### src/rtl/imem_loader_pkg.sv
// ----------------------------------------------------------------------------
// imem_loader_pkg
// Shared definitions for the boot-time instruction-memory loader:
//   - state_t     : loader FSM states
//   - LEN_BYTES   : number of length-header bytes in a frame
//   - WORD_BYTES  : number of stream bytes per instruction word
//   - xor_fold()  : one step of the 8-bit XOR checksum
// ----------------------------------------------------------------------------
package imem_loader_pkg;

    typedef enum logic [2:0] {
        LEN_LO,
        LEN_HI,
        LOAD,
        CHECK,
        RUN,
        ERROR
    } state_t;

    localparam int LEN_BYTES  = 2;
    localparam int WORD_BYTES = 4;

    // Folds one more stream byte into the running checksum.
    function automatic logic [7:0] xor_fold(input logic [7:0] acc, input logic [7:0] data);
        return acc ^ data;
    endfunction

endpackage

### src/rtl/imem_loader_byte_packer.sv
// ----------------------------------------------------------------------------
// byte_packer
// Assembles little-endian 32-bit words from a byte stream. The first byte of a
// word lands in word_data[7:0]. word_valid is a combinational pulse during the
// cycle in which the 4th byte is presented, so the caller can register the
// completed word on the same edge that accepts that byte.
// Ports:
//   clk, reset   : clock, asynchronous active-high reset
//   clear        : synchronous restart of the byte position
//   byte_valid   : byte_data is consumed on this edge
//   byte_data    : stream byte
//   word_valid   : the presented byte completes a word
//   word_data    : the completed word (valid with word_valid)
// ----------------------------------------------------------------------------
module byte_packer
    import imem_loader_pkg::*;
(
    input  logic        clk,
    input  logic        reset,
    input  logic        clear,
    input  logic        byte_valid,
    input  logic [7:0]  byte_data,
    output logic        word_valid,
    output logic [31:0] word_data
);

    logic [1:0]  byte_cnt;
    // Holds the first three bytes of the current word, newest at the top.
    logic [23:0] shreg;

    // NOTE: sequential state uses non-blocking assignments so every register
    // samples the pre-edge values, independent of block ordering.
    always_ff @(posedge clk or posedge reset) begin
        if (reset) begin
            byte_cnt <= '0;
            shreg    <= '0;
        end else if (clear) begin
            byte_cnt <= '0;
        end else if (byte_valid) begin
            byte_cnt <= byte_cnt + 2'd1;
            shreg    <= {byte_data, shreg[23:8]};
        end
    end

    assign word_valid = byte_valid && (byte_cnt == 2'(WORD_BYTES - 1));
    assign word_data  = {byte_data, shreg};

endmodule

### src/rtl/imem_loader.sv
// ----------------------------------------------------------------------------
// imem_loader
// Boot-time program loader. Receives a frame (16-bit little-endian word count,
// count*4 payload bytes, XOR checksum byte) over a valid/ready byte stream,
// writes each assembled word into instruction memory and releases the core
// from reset only after a good checksum.
// Ports:
//   clk, reset           : clock, asynchronous active-high reset
//   in_valid/in_data     : incoming stream byte
//   in_ready             : loader accepts a byte (registered)
//   reload               : in RUN, restart loading a new frame
//   imem_we/addr/wdata   : registered one-cycle instruction-memory write
//   core_reset           : core reset, high except in RUN
//   done                 : program loaded and core running
//   error                : load failed, sticky until reset
// ----------------------------------------------------------------------------
module imem_loader
    import imem_loader_pkg::*;
#(
    parameter int ADDR_WIDTH = 8
) (
    input  logic                  clk,
    input  logic                  reset,
    input  logic                  in_valid,
    input  logic [7:0]            in_data,
    output logic                  in_ready,
    input  logic                  reload,
    output logic                  imem_we,
    output logic [ADDR_WIDTH-1:0] imem_addr,
    output logic [31:0]           imem_wdata,
    output logic                  core_reset,
    output logic                  done,
    output logic                  error
);

    localparam int             CW        = 8 * LEN_BYTES;
    localparam logic [CW:0]    MAX_COUNT = (CW + 1)'(2 ** ADDR_WIDTH);

    state_t                state_q, state_d;
    logic [CW-1:0]         count_q, count_d;
    logic [ADDR_WIDTH:0]   word_cnt_q, word_cnt_d;
    logic [7:0]            xor_q, xor_d;

    logic                  in_ready_d, imem_we_d, core_reset_d, done_d, error_d;
    logic [ADDR_WIDTH-1:0] imem_addr_d;
    logic [31:0]           imem_wdata_d;

    logic                  accept;
    logic                  packer_clear;
    logic                  packer_valid;
    logic                  word_valid;
    logic [31:0]           word_data;
    logic [CW-1:0]         header;

    assign accept       = in_valid && in_ready;
    assign packer_valid = accept && (state_q == LOAD);
    // Length bytes shift in from the top, so after LEN_HI the header is whole.
    assign header       = {in_data, count_q[CW-1:8]};

    byte_packer u_packer (
        .clk        (clk),
        .reset      (reset),
        .clear      (packer_clear),
        .byte_valid (packer_valid),
        .byte_data  (in_data),
        .word_valid (word_valid),
        .word_data  (word_data)
    );

    // NOTE: every signal written here gets a default first, so no path leaves
    // a value unassigned and no latch is inferred.
    always_comb begin
        state_d      = state_q;
        count_d      = count_q;
        word_cnt_d   = word_cnt_q;
        xor_d        = xor_q;
        imem_we_d    = 1'b0;
        imem_addr_d  = imem_addr;
        imem_wdata_d = imem_wdata;
        core_reset_d = core_reset;
        done_d       = done;
        error_d      = error;
        packer_clear = 1'b0;

        case (state_q)
            LEN_LO: begin
                if (accept) begin
                    count_d = header;
                    xor_d   = xor_fold(xor_q, in_data);
                    state_d = LEN_HI;
                end
            end
            LEN_HI: begin
                if (accept) begin
                    count_d = header;
                    xor_d   = xor_fold(xor_q, in_data);
                    if (header == '0) begin
                        state_d = CHECK;
                    end else if ({1'b0, header} > MAX_COUNT) begin
                        state_d = ERROR;
                        error_d = 1'b1;
                    end else begin
                        state_d = LOAD;
                    end
                end
            end
            LOAD: begin
                if (accept) begin
                    xor_d = xor_fold(xor_q, in_data);
                    if (word_valid) begin
                        imem_we_d    = 1'b1;
                        imem_addr_d  = word_cnt_q[ADDR_WIDTH-1:0];
                        imem_wdata_d = word_data;
                        word_cnt_d   = word_cnt_q + 1'b1;
                        if ((CW + 1)'(word_cnt_d) == {1'b0, count_q}) begin
                            state_d = CHECK;
                        end
                    end
                end
            end
            CHECK: begin
                if (accept) begin
                    if (in_data == xor_q) begin
                        state_d      = RUN;
                        core_reset_d = 1'b0;
                        done_d       = 1'b1;
                    end else begin
                        state_d = ERROR;
                        error_d = 1'b1;
                    end
                end
            end
            RUN: begin
                if (reload) begin
                    state_d      = LEN_LO;
                    core_reset_d = 1'b1;
                    done_d       = 1'b0;
                    count_d      = '0;
                    word_cnt_d   = '0;
                    xor_d        = '0;
                    packer_clear = 1'b1;
                end
            end
            ERROR: begin
                core_reset_d = 1'b1;
                error_d      = 1'b1;
            end
            default: begin
                state_d = ERROR;
                error_d = 1'b1;
            end
        endcase

        in_ready_d = (state_d != RUN) && (state_d != ERROR);
    end

    always_ff @(posedge clk or posedge reset) begin
        if (reset) begin
            state_q    <= LEN_LO;
            count_q    <= '0;
            word_cnt_q <= '0;
            xor_q      <= '0;
            in_ready   <= 1'b1;
            imem_we    <= 1'b0;
            imem_addr  <= '0;
            imem_wdata <= '0;
            core_reset <= 1'b1;
            done       <= 1'b0;
            error      <= 1'b0;
        end else begin
            state_q    <= state_d;
            count_q    <= count_d;
            word_cnt_q <= word_cnt_d;
            xor_q      <= xor_d;
            in_ready   <= in_ready_d;
            imem_we    <= imem_we_d;
            imem_addr  <= imem_addr_d;
            imem_wdata <= imem_wdata_d;
            core_reset <= core_reset_d;
            done       <= done_d;
            error      <= error_d;
        end
    end

endmodule

### config.mk
export PLATFORM = sky130hd
export DESIGN_NAME = imem_loader
export DESIGN_NICKNAME = d
export VERILOG_FILES = /design/src/rtl/imem_loader_pkg.sv /design/src/rtl/imem_loader_byte_packer.sv /design/src/rtl/imem_loader.sv
export SDC_FILE = /design/constraint.sdc
export NUM_CORES = 1
export LEC_CHECK = 0
export BUFFER_PORTS_ARGS = -buffer_cell sky130_fd_sc_hd__buf_2
export CAP_MARGIN = 10
export CORE_ASPECT_RATIO = 0.8
export CORE_MARGIN = 5
export CORE_UTILIZATION = 52
export CTS_CLUSTER_DIAMETER = 100
export CTS_CLUSTER_SIZE = 30
export DETAILED_ROUTE_END_ITERATION = 7
export PLACE_DENSITY_LB_ADDON = 0.08
export SYNTH_ARGS = -nofsm -noshare
export SYNTH_HDL_FRONTEND = slang
export SYNTH_SLANG_ARGS = --single-unit
### constraint.sdc
create_clock -name clk -period 3.05 [get_ports clk]
set_input_delay 0.1525 -clock clk [delete_from_list [all_inputs] [get_ports clk]]
set_output_delay 0.1525 -clock clk [all_outputs]
set_load 0.005 [all_outputs]
* Word level (Yosys, flattened, before mapping)
Index checks and enable logic that the tools add are counted.
Operators by class: $add $sub $neg 2, multipliers 0, divide/modulo/power cells 0, $lt $le $gt $ge 1, equal/unequal tests 21, shift-type cells 0, mux-type cells 42, bitwise gates (word level) 3, reductions and logical operators 23
Operators with widths (number):
- two-way mux 16 bit | 2
- one-hot mux 16 bit (2 select lines) | 1
- two-way mux 3 bit | 9
- two-way mux 9 bit | 3
- one-hot mux 3 bit (6 select lines) | 1
- one-hot mux 9 bit (2 select lines) | 1
- two-way mux 1 bit | 17
- equality test 9 x 16 -> 1 bit | 1
- greater-than comparator 16 x 9 -> 1 bit, second input constant | 1
- zero test 16 bit | 1
- two-way mux 8 bit | 2
- != test 2 bit, second input constant | 8
- one-hot mux 8 bit (2 select lines) | 1
- AND reduction 4 bit | 3
- nonzero test 2 bit | 5
- adder 9 x 1 -> 9 bit, second input constant | 1
- AND reduction 3 bit | 3
- equality test 8 bit | 1
- bitwise XOR 8 bit | 1
- equality test 3 x 2 -> 1 bit, second input constant | 2
- equality test 3 bit, second input constant | 2
- != test 2 x 1 -> 1 bit, second input constant | 3
- != test 3 bit, second input constant | 2
- one-hot mux 1 bit (3 select lines) | 2
- other kinds (13) | 19
Word-level totals: bits in registers 107, bits in latches 0, memory bits (writable) 0, bits in read-only memories 0, input bits 12, output and inout bits 45, word-level logic and storage cells 105, memories kept 0

* Depth between registers and ports, before layout
Gate-level depths: netlist of the first run.
depth after elaboration 8, mapped depth 8, gate-level depth less buffers 7

* By module
A second synthesis of the first run with hierarchy kept.
Second synthesis, totals: cell total of the unflattened synthesis 470, area total of the unflattened synthesis 4931.0 um2
Modules (own cells, without submodules):
- imem_loader | times used 1, cells an instance 401, area each 3759.9 um2, seq. area each 2029.4 um2
- byte_packer | times used 1, cells an instance 69, area each 1171.1 um2, seq. area each 650.6 um2

* Worst setup path before layout of the first run
No wires, ideal clock.
path type reg-to-reg, start register in_ready, end register u_packer.shreg[10], library setup time 0.125 ns, data arrival time 1.761 ns, data required time 2.925 ns, setup slack 1.165 ns, stages on the path, launching flop included 5, path buffers 1, clock period less this slack 1.885 ns, path through dfstp_2 nand3b_1 nor3_2 buf_2 mux2_2
On the way: cells in the longest elaborated chain, start to end 3
Ends and longest elaborated chain:
- start: declaration | RTL line imem_loader.sv:26 | output logic in_ready,
- start signal: assignment | RTL line imem_loader.sv:175 | in_ready <= in_ready_d;
- logical AND 1 bit | RTL line imem_loader.sv:55 | assign accept = in_valid && in_ready;
- logical AND 1 bit | RTL line imem_loader.sv:56 | assign packer_valid = accept && (state_q == LOAD);
- AND reduction 2 bit (no source line)
- end signal: assignment | RTL line imem_loader_byte_packer.sv:41 | shreg <= {byte_data, shreg[23:8]};
- end: declaration | RTL line imem_loader_byte_packer.sv:29 | logic [23:0] shreg;
No other way between the ends. A chain may end at the register's enable or synchronous reset.

* Worst setup path in the final report of the first run
start register state_q[2], end register word_cnt_q[8]
On the way: cells in the longest elaborated chain, start to end 5, elaborated cells on any way between the ends 10, those cells by class 5 x eq/ne; 1 x mux; 4 x reduce/logical
Ends and longest elaborated chain:
- start: declaration | RTL line imem_loader.sv:39 | state_t state_q, state_d;
- start signal: assignment | RTL line imem_loader.sv:171 | state_q <= state_d;
- equality test 3 x 2 -> 1 bit | RTL line imem_loader.sv:56, imem_loader.sv:85
- logical AND 1 bit | RTL line imem_loader.sv:56
- logical AND 1 bit | RTL line imem_loader_byte_packer.sv:45 | assign word_valid = byte_valid && (byte_cnt == 2'(WORD_BYTES - 1));
- != test 2 x 1 -> 1 bit (no source line)
- AND reduction 4 bit (no source line)
- end signal: assignment | RTL line imem_loader.sv:173 | word_cnt_q <= word_cnt_d;
- end: declaration | RTL line imem_loader.sv:41 | logic [ADDR_WIDTH:0] word_cnt_q, word_cnt_d;
Several ways; a longest one is shown, not always the timed one.

==> results of run 1 <==
[repair_timing]
action | CTS | global route
endpoints found under the setup margin | 0 | 0
endpoints found under the hold margin | 50 | 0
hold buffers | 1 | 0
[where the power goes]
group	switching [mW]	leakage, nW	internal (mW)
combinational	0.147	1.14	0.158
clock	0.498	0.0948	0.329
sequential	0.109	1.45	1.53
[state kept, by name, summed over array words and instances (netlist names), 2 cells and up]
register / cells
imem_wdata: 32
u_packer.shreg: 24
count_q: 16
word_cnt_q: 9
imem_addr: 8
xor_q: 8
state_q: 3
u_packer.byte_cnt: 2
[synth_stat cells (all sizes together) (2+ instances only)]
cell and instances:
o41ai 2, o21ai 33, a41o 2, dfrtp 105
xor2 4, xnor2 16, inv 7, nand3b 3
ha 2, nand2 65, a21oi 5, nor2 18
a22o 17, o211a 2, buf 5, a31oi 2
nand4 4, nand3 6, mux2 49, nor4 3
dfstp 2, clkbuf 14, and2 2, nor3 4
[layer usage]
metal / up-vias / routed length [um] / track usage (%)
met2: 52 / 4340 / 27.1
met5: - / 0 / 0
met3: 4 / 390 / 4.51
li1: 1505 / - / -
met4: 0 / 48 / 3.23
met1: 1588 / 4940 / 29.5
[worst paths after layout]
check                                            from                             end  slack, ps  cells past startpoint
max                              state_q[2]$_DFF_PP0_       word_cnt_q[8]$_DFFE_PP0P_        990                      6
max reg2reg                      state_q[2]$_DFF_PP0_       word_cnt_q[8]$_DFFE_PP0P_        990                      6
min in group asynchronous                       reset        imem_addr[6]$_DFFE_PP0P_        440                      3
min reg2reg                imem_wdata[30]$_DFFE_PP0P_      imem_wdata[30]$_DFFE_PP0P_        480                      2
min                                        in_data[5]      imem_wdata[29]$_DFFE_PP0P_         80                      3
max in group asynchronous                       reset  u_packer.shreg[22]$_DFFE_PP0P_       1900                      4
[cell families after synthesis]
kind of cell	share of synthesized area, %
AOI/OAI and AO/OA	11.5
xor gates and xnor gates	4.29
adders and majority gates	0.543
buffers and inverters	2.39
muxes	12.0
and+or+nand+nor	11.2
DFF	58.1
[layout by cell type (no fill, tap or decap), drive strengths merged, types with 2 or more instances in the layout]
cell	instances
a41o	2
nor3	4
mux2	49
o41ai	2
dfrtp	105
a31oi	2
ha	2
xor2	4
clkbuf	10
inv	9
a22o	17
xnor2	16
buf	62
o211a	2
clkinv	3
nor2	18
nand3b	3
dfstp	2
o21ai	33
a21oi	5
and2	2
nand3	6
nand2	65
nor4	3
nand4	4
[cell type report]
cell class / instances / share of cell area [%]
clock buffer: 10 / 2.64
clock inverter: 5 / 0.887
inverter: 7 / 0.551
multi-input combinational: 263 / 35.0
sequential: 107 / 51.3
tap: 112 / 2.68
timing repair buffer: 63 / 6.90
[worst reg2reg max path, cell delays in order (launching register included)]
cell	delay, ps
dfrtp_1	510
and4b_1	300
nand2_1	60
inv_1	440
nor2_1	300
o21ai_0	220
o21ai_0	120
==> impl_metrics.tcl, run 1 <==
set metrics [dict create \
    endpoint_kind "register" \
    postLayoutCellArea_mm2 0.00522 \
    syn_area_mm2 0.00461 \
    required_ps 3280 \
    power.total_mw 2.77 \
    die_x_um 115 \
    cp_slowest_cell "dfrtp_1" \
    yosys-top-cells-area "dfrtp_1, mux2_2, nand2_1" \
    critPathMaxStageDelay_ps 510 \
    rsz0062_at_grt "false" \
    start_util_pct 53.9 \
    dieArea_mm2 0.0109 \
    die_h_um 94.2 \
    cts_root_buf "clkbuf_8" \
    async_flop_share_pct 100 \
    period_needed_ps 2060 \
    multiInputGateArea_mm2 0.00183 \
    post_cts_resize_count 0 \
    drive_gt1_share_pct 29.5 \
    coreArea_mm2 0.00856 \
    grt_pass1_vias 3078 \
    seq_area_frac_synth_pct 58.1 \
    viasPerCell 5.55 \
    tritoncts "done" \
    maxSlewHeadroom_pct 55.7 \
    cp.buffers_inverters 1 \
    setup-tns-final_ps 0 \
    crit_top_cell "o21ai_0" \
    antenna_found_initial 0 \
    place_hpwl_um 6680 \
    dp_cells 551 \
    io_buffers 56 \
    path_delay_family "simple AND/OR/NAND/NOR gates" \
    fin_nets 465 \
    critPathKind "reg -> reg" \
    setup_ws_ps 991 \
    antenna_left 0 \
    holdWs_ps 83.4 \
    powerDensity_mw_per_mm2 530 \
    gr-total-overflow 0 \
    post-route-period-util_pct 67.5 \
    cts.reportedPaths.clkPinSlew_ps 100 \
    worstPathMaxFanout 16 \
    routedWlPerCell_um 17.1 \
    final_hold_viol_count 0 \
    fillCellCount 712 \
    tightestPinTransition_ps 664 \
    numCtsBuffers 9 \
    clk-insertion-delay-late_ps 360 \
    avgSynthCellArea_um2 11.6 \
    wirelength_um 9720 \
    grt_usage_pct 18.9 \
    vias 3149 \
    row_count 30 \
    synth_nets 410 \
    synth_flop_cell "dfrtp_1" \
    grt_first_pass_wirelength_um 16100 \
    synth.distinct_cells 52 \
    drt_iter0_markers 245 \
    cts_max_level 3 \
    grt_max_degree 56 \
    diodes 0 \
    yosys.area.top_type "dfrtp_1" \
    setup_viol 0 \
    clock-sinks 107 \
    arrival_ps 2290 \
    vdd_drop_max_uv 238 \
    instances_no_fill 567 \
    cts_setup_buffers 0 \
    finalMaxSlewViolations 0 \
    hold_class "in -> reg" \
    fmax_ghz 0.486 \
    cp-start-kind "register" \
    clock_skew_ps 10.5 \
    synth-edff-count 0 \
    drc 0 \
    synth-seq-cells 107 \
    place_area_mm2 0.00503 \
    postLayoutCoreUtil_pct 61.0 \
    gp_congestion 0.815 \
    maxCapViolations 0 \
    status "complete, no violations" \
    postSynthCellCount 396 \
    drt_pre_antenna_iters 4 \
    leakagePower_nw 2.68 \
    synth_top_area_share_pct 57.0 \
    pre_cts_slack_ps 985 \
    io_pins 57 \
    yosys_warnings 0 \
    cp_cell_sequence "and4b_1, nand2_1, inv_1, nor2_1, o21ai_0, o21ai_0" \
    synthToLayoutAreaGrowth_pct 13.2 \
    ff_latch_area_mm2 0.00268 \
    cts_buffer_depth 2 \
]
Power figures use the tool's default switching activity.
==> run 2: changes to the inputs <==
--- a/config.mk
+++ b/config.mk
@@ -9,7 +9,7 @@
 export CAP_MARGIN = 10
 export CORE_ASPECT_RATIO = 0.8
 export CORE_MARGIN = 5
-export CORE_UTILIZATION = 52
+export CORE_UTILIZATION = 57
 export CTS_CLUSTER_DIAMETER = 100
 export CTS_CLUSTER_SIZE = 30
 export DETAILED_ROUTE_END_ITERATION = 7
==> constraint.sdc (replaced) <==
create_clock -name clk -period 2 [get_ports clk]
set_input_delay 0.1 -clock clk [delete_from_list [all_inputs] [get_ports clk]]
set_output_delay 0.1 -clock clk [all_outputs]
set_load 0.005 [all_outputs]
==> impl_metrics.tcl, run 2 (synthesis gave the netlist of run 1 again) <==
set metrics [dict create \
    drt_iter0_markers 198 \
    fillCellCount 667 \
    cts_max_level 3 \
    grt_first_pass_wirelength_um 15800 \
    gr-total-overflow 0 \
    layout_common_cells "dfrtp_1, nand2_1, buf_2, mux2_2, o21ai_0" \
    clock-sinks 107 \
    maxCapViolations 0 \
    io_buffers 56 \
    vdd_drop_max_uv 519 \
    coreArea_mm2 0.00791 \
    ff_latch_area_mm2 0.00268 \
    viasPerCell 5.54 \
    period_needed_ps 1890 \
    grt_max_degree 108 \
    vias 3202 \
    antenna_found_initial 0 \
    cp-start-kind "register" \
    drc 0 \
    largest_register "imem_wdata" \
    rsz0062_at_grt "false" \
    cts.reportedPaths.clkPinSlew_ps 100 \
    wirelength_um 9260 \
    numCtsBuffers 9 \
    routedWlPerCell_um 16.0 \
    gp_congestion 0.845 \
    tightestPinTransition_ps 596 \
    clk-insertion-delay-late_ps 360 \
    final_common_cell "dfrtp_1" \
    place_hpwl_um 6510 \
    met1_usage_pct 28.3 \
    reg.largest.list "imem_wdata x32, u_packer.shreg x24, count_q x16" \
    multiInputGateArea_mm2 0.00184 \
    dieArea_mm2 0.0100 \
    endpoint_kind "register" \
    io_pins 57 \
    cts_buffer_depth 2 \
    cts_root_buf "clkbuf_8" \
    hp-start "reload" \
    setup-tns-final_ps 0 \
    synthToLayoutAreaGrowth_pct 16.5 \
    worstPathMaxFanout 3 \
    grt_pass1_vias 3104 \
    critPathLaunch "count_q[15]$_DFFE_PP0P_" \
    gr-usage-met2_pct 29.1 \
    tritoncts "done" \
    die_h_um 90.4 \
    die_x_um 111 \
    powerDensity_mw_per_mm2 816 \
    post-route-period-util_pct 94.4 \
    power.total_mw 4.39 \
    drt_pre_antenna_iters 4 \
    status "complete, no violations" \
    antenna_left 0 \
    diodes 0 \
    start_util_pct 58.3 \
    arrival_ps 2140 \
    grt.met3_usage_pct 4.49 \
    finalMaxSlewViolations 0 \
    hold_class "in -> reg" \
    critPathKind "reg -> reg" \
    largest_reg_flops 32 \
    leakagePower_nw 2.76 \
    busiest_layer "met2" \
    grt_usage_pct 19.4 \
    required_ps 2250 \
    rr_startpoint "count_q[15]$_DFFE_PP0P_" \
    clock_skew_ps 8.53 \
    fin_nets 479 \
    maxSlewHeadroom_pct 60.2 \
    drive_gt1_share_pct 32.6 \
    setup_viol 0 \
    fmax_ghz 0.530 \
    row_count 29 \
    final_hold_viol_count 0 \
]
-- run 2: cell count changes in the layout (fill, tap and decap cells not counted), sizes merged --
cell	delta
buf	+14
clkinv	-2
bufinv	+1
clkinvlp	+2
-- run 2: layout make-up --
class	instances	area share, %
multi-input combinational	263	34.3
inverter	7	0.559
tap	108	2.52
clock inverter	6	1.49
sequential	107	49.9
clock buffer	10	2.56
timing repair buffer	77	8.66
-- run 2: metal layers --
layer | vias up | part of all wire, %
met3 | 6 | 5.4
met4 | 0 | 0.82
met1 | 1577 | 48
li1 | 1540 | -
met5 | - | 0
met2 | 79 | 46
-- run 2: critical path, stage by stage, from the launching register on --
cell      delay (ps)
dfrtp_1          430
nor4_2           350
nand3b_1         180
a21bo_1          250
a41o_1           240
a221o_1          330
-- run 2: worst paths after layout --
check / end / slack, ps / cells past startpoint
max in group asynchronous: state_q[0]$_DFF_PP0_ / 1130 / 4
worst max register to register: error$_DFFE_PP0P_ / 110 / 5
min in group asynchronous: imem_we$_DFF_PP0_ / 390 / 4
worst min-delay path: core_reset$_DFFE_PP1P_ / 40 / 3
worst max-delay path: error$_DFFE_PP0P_ / 110 / 5
worst min register to register: imem_addr[7]$_DFFE_PP0P_ / 480 / 2
-- run 2: metrics by stage --
stage	setup slack, ps	utilization [%]	area, um2	std cells	hold slack, ps
detailed placement	35.9	64.8	5130	561	310
global route	2.57	67.9	5370	578	25.8
floorplan	115	-	4610	396	205
CTS	36.9	67.7	5360	578	21.1
finish	112	67.9	5370	578	43.6
global placement	100	64.8	5130	561	304
-- run 2: repair_timing --
action                                  4_1_cts  5_1_grt
buffers inserted                              0        0
hold endpoints to repair                    105        0
resized for setup                             0        5
endpoints found under the setup margin        0       18
hold buffers                                  1        0
-- run 2: power by group --
group | internal (mW) | total [mW] | leakage, nW | switching, mW
clock | 0.642 | 1.40 | 0.108 | 0.762
combinational | 0.254 | 0.482 | 1.20 | 0.228
sequential | 2.33 | 2.50 | 1.45 | 0.170
total | 3.23 | 4.39 | 2.76 | 1.16
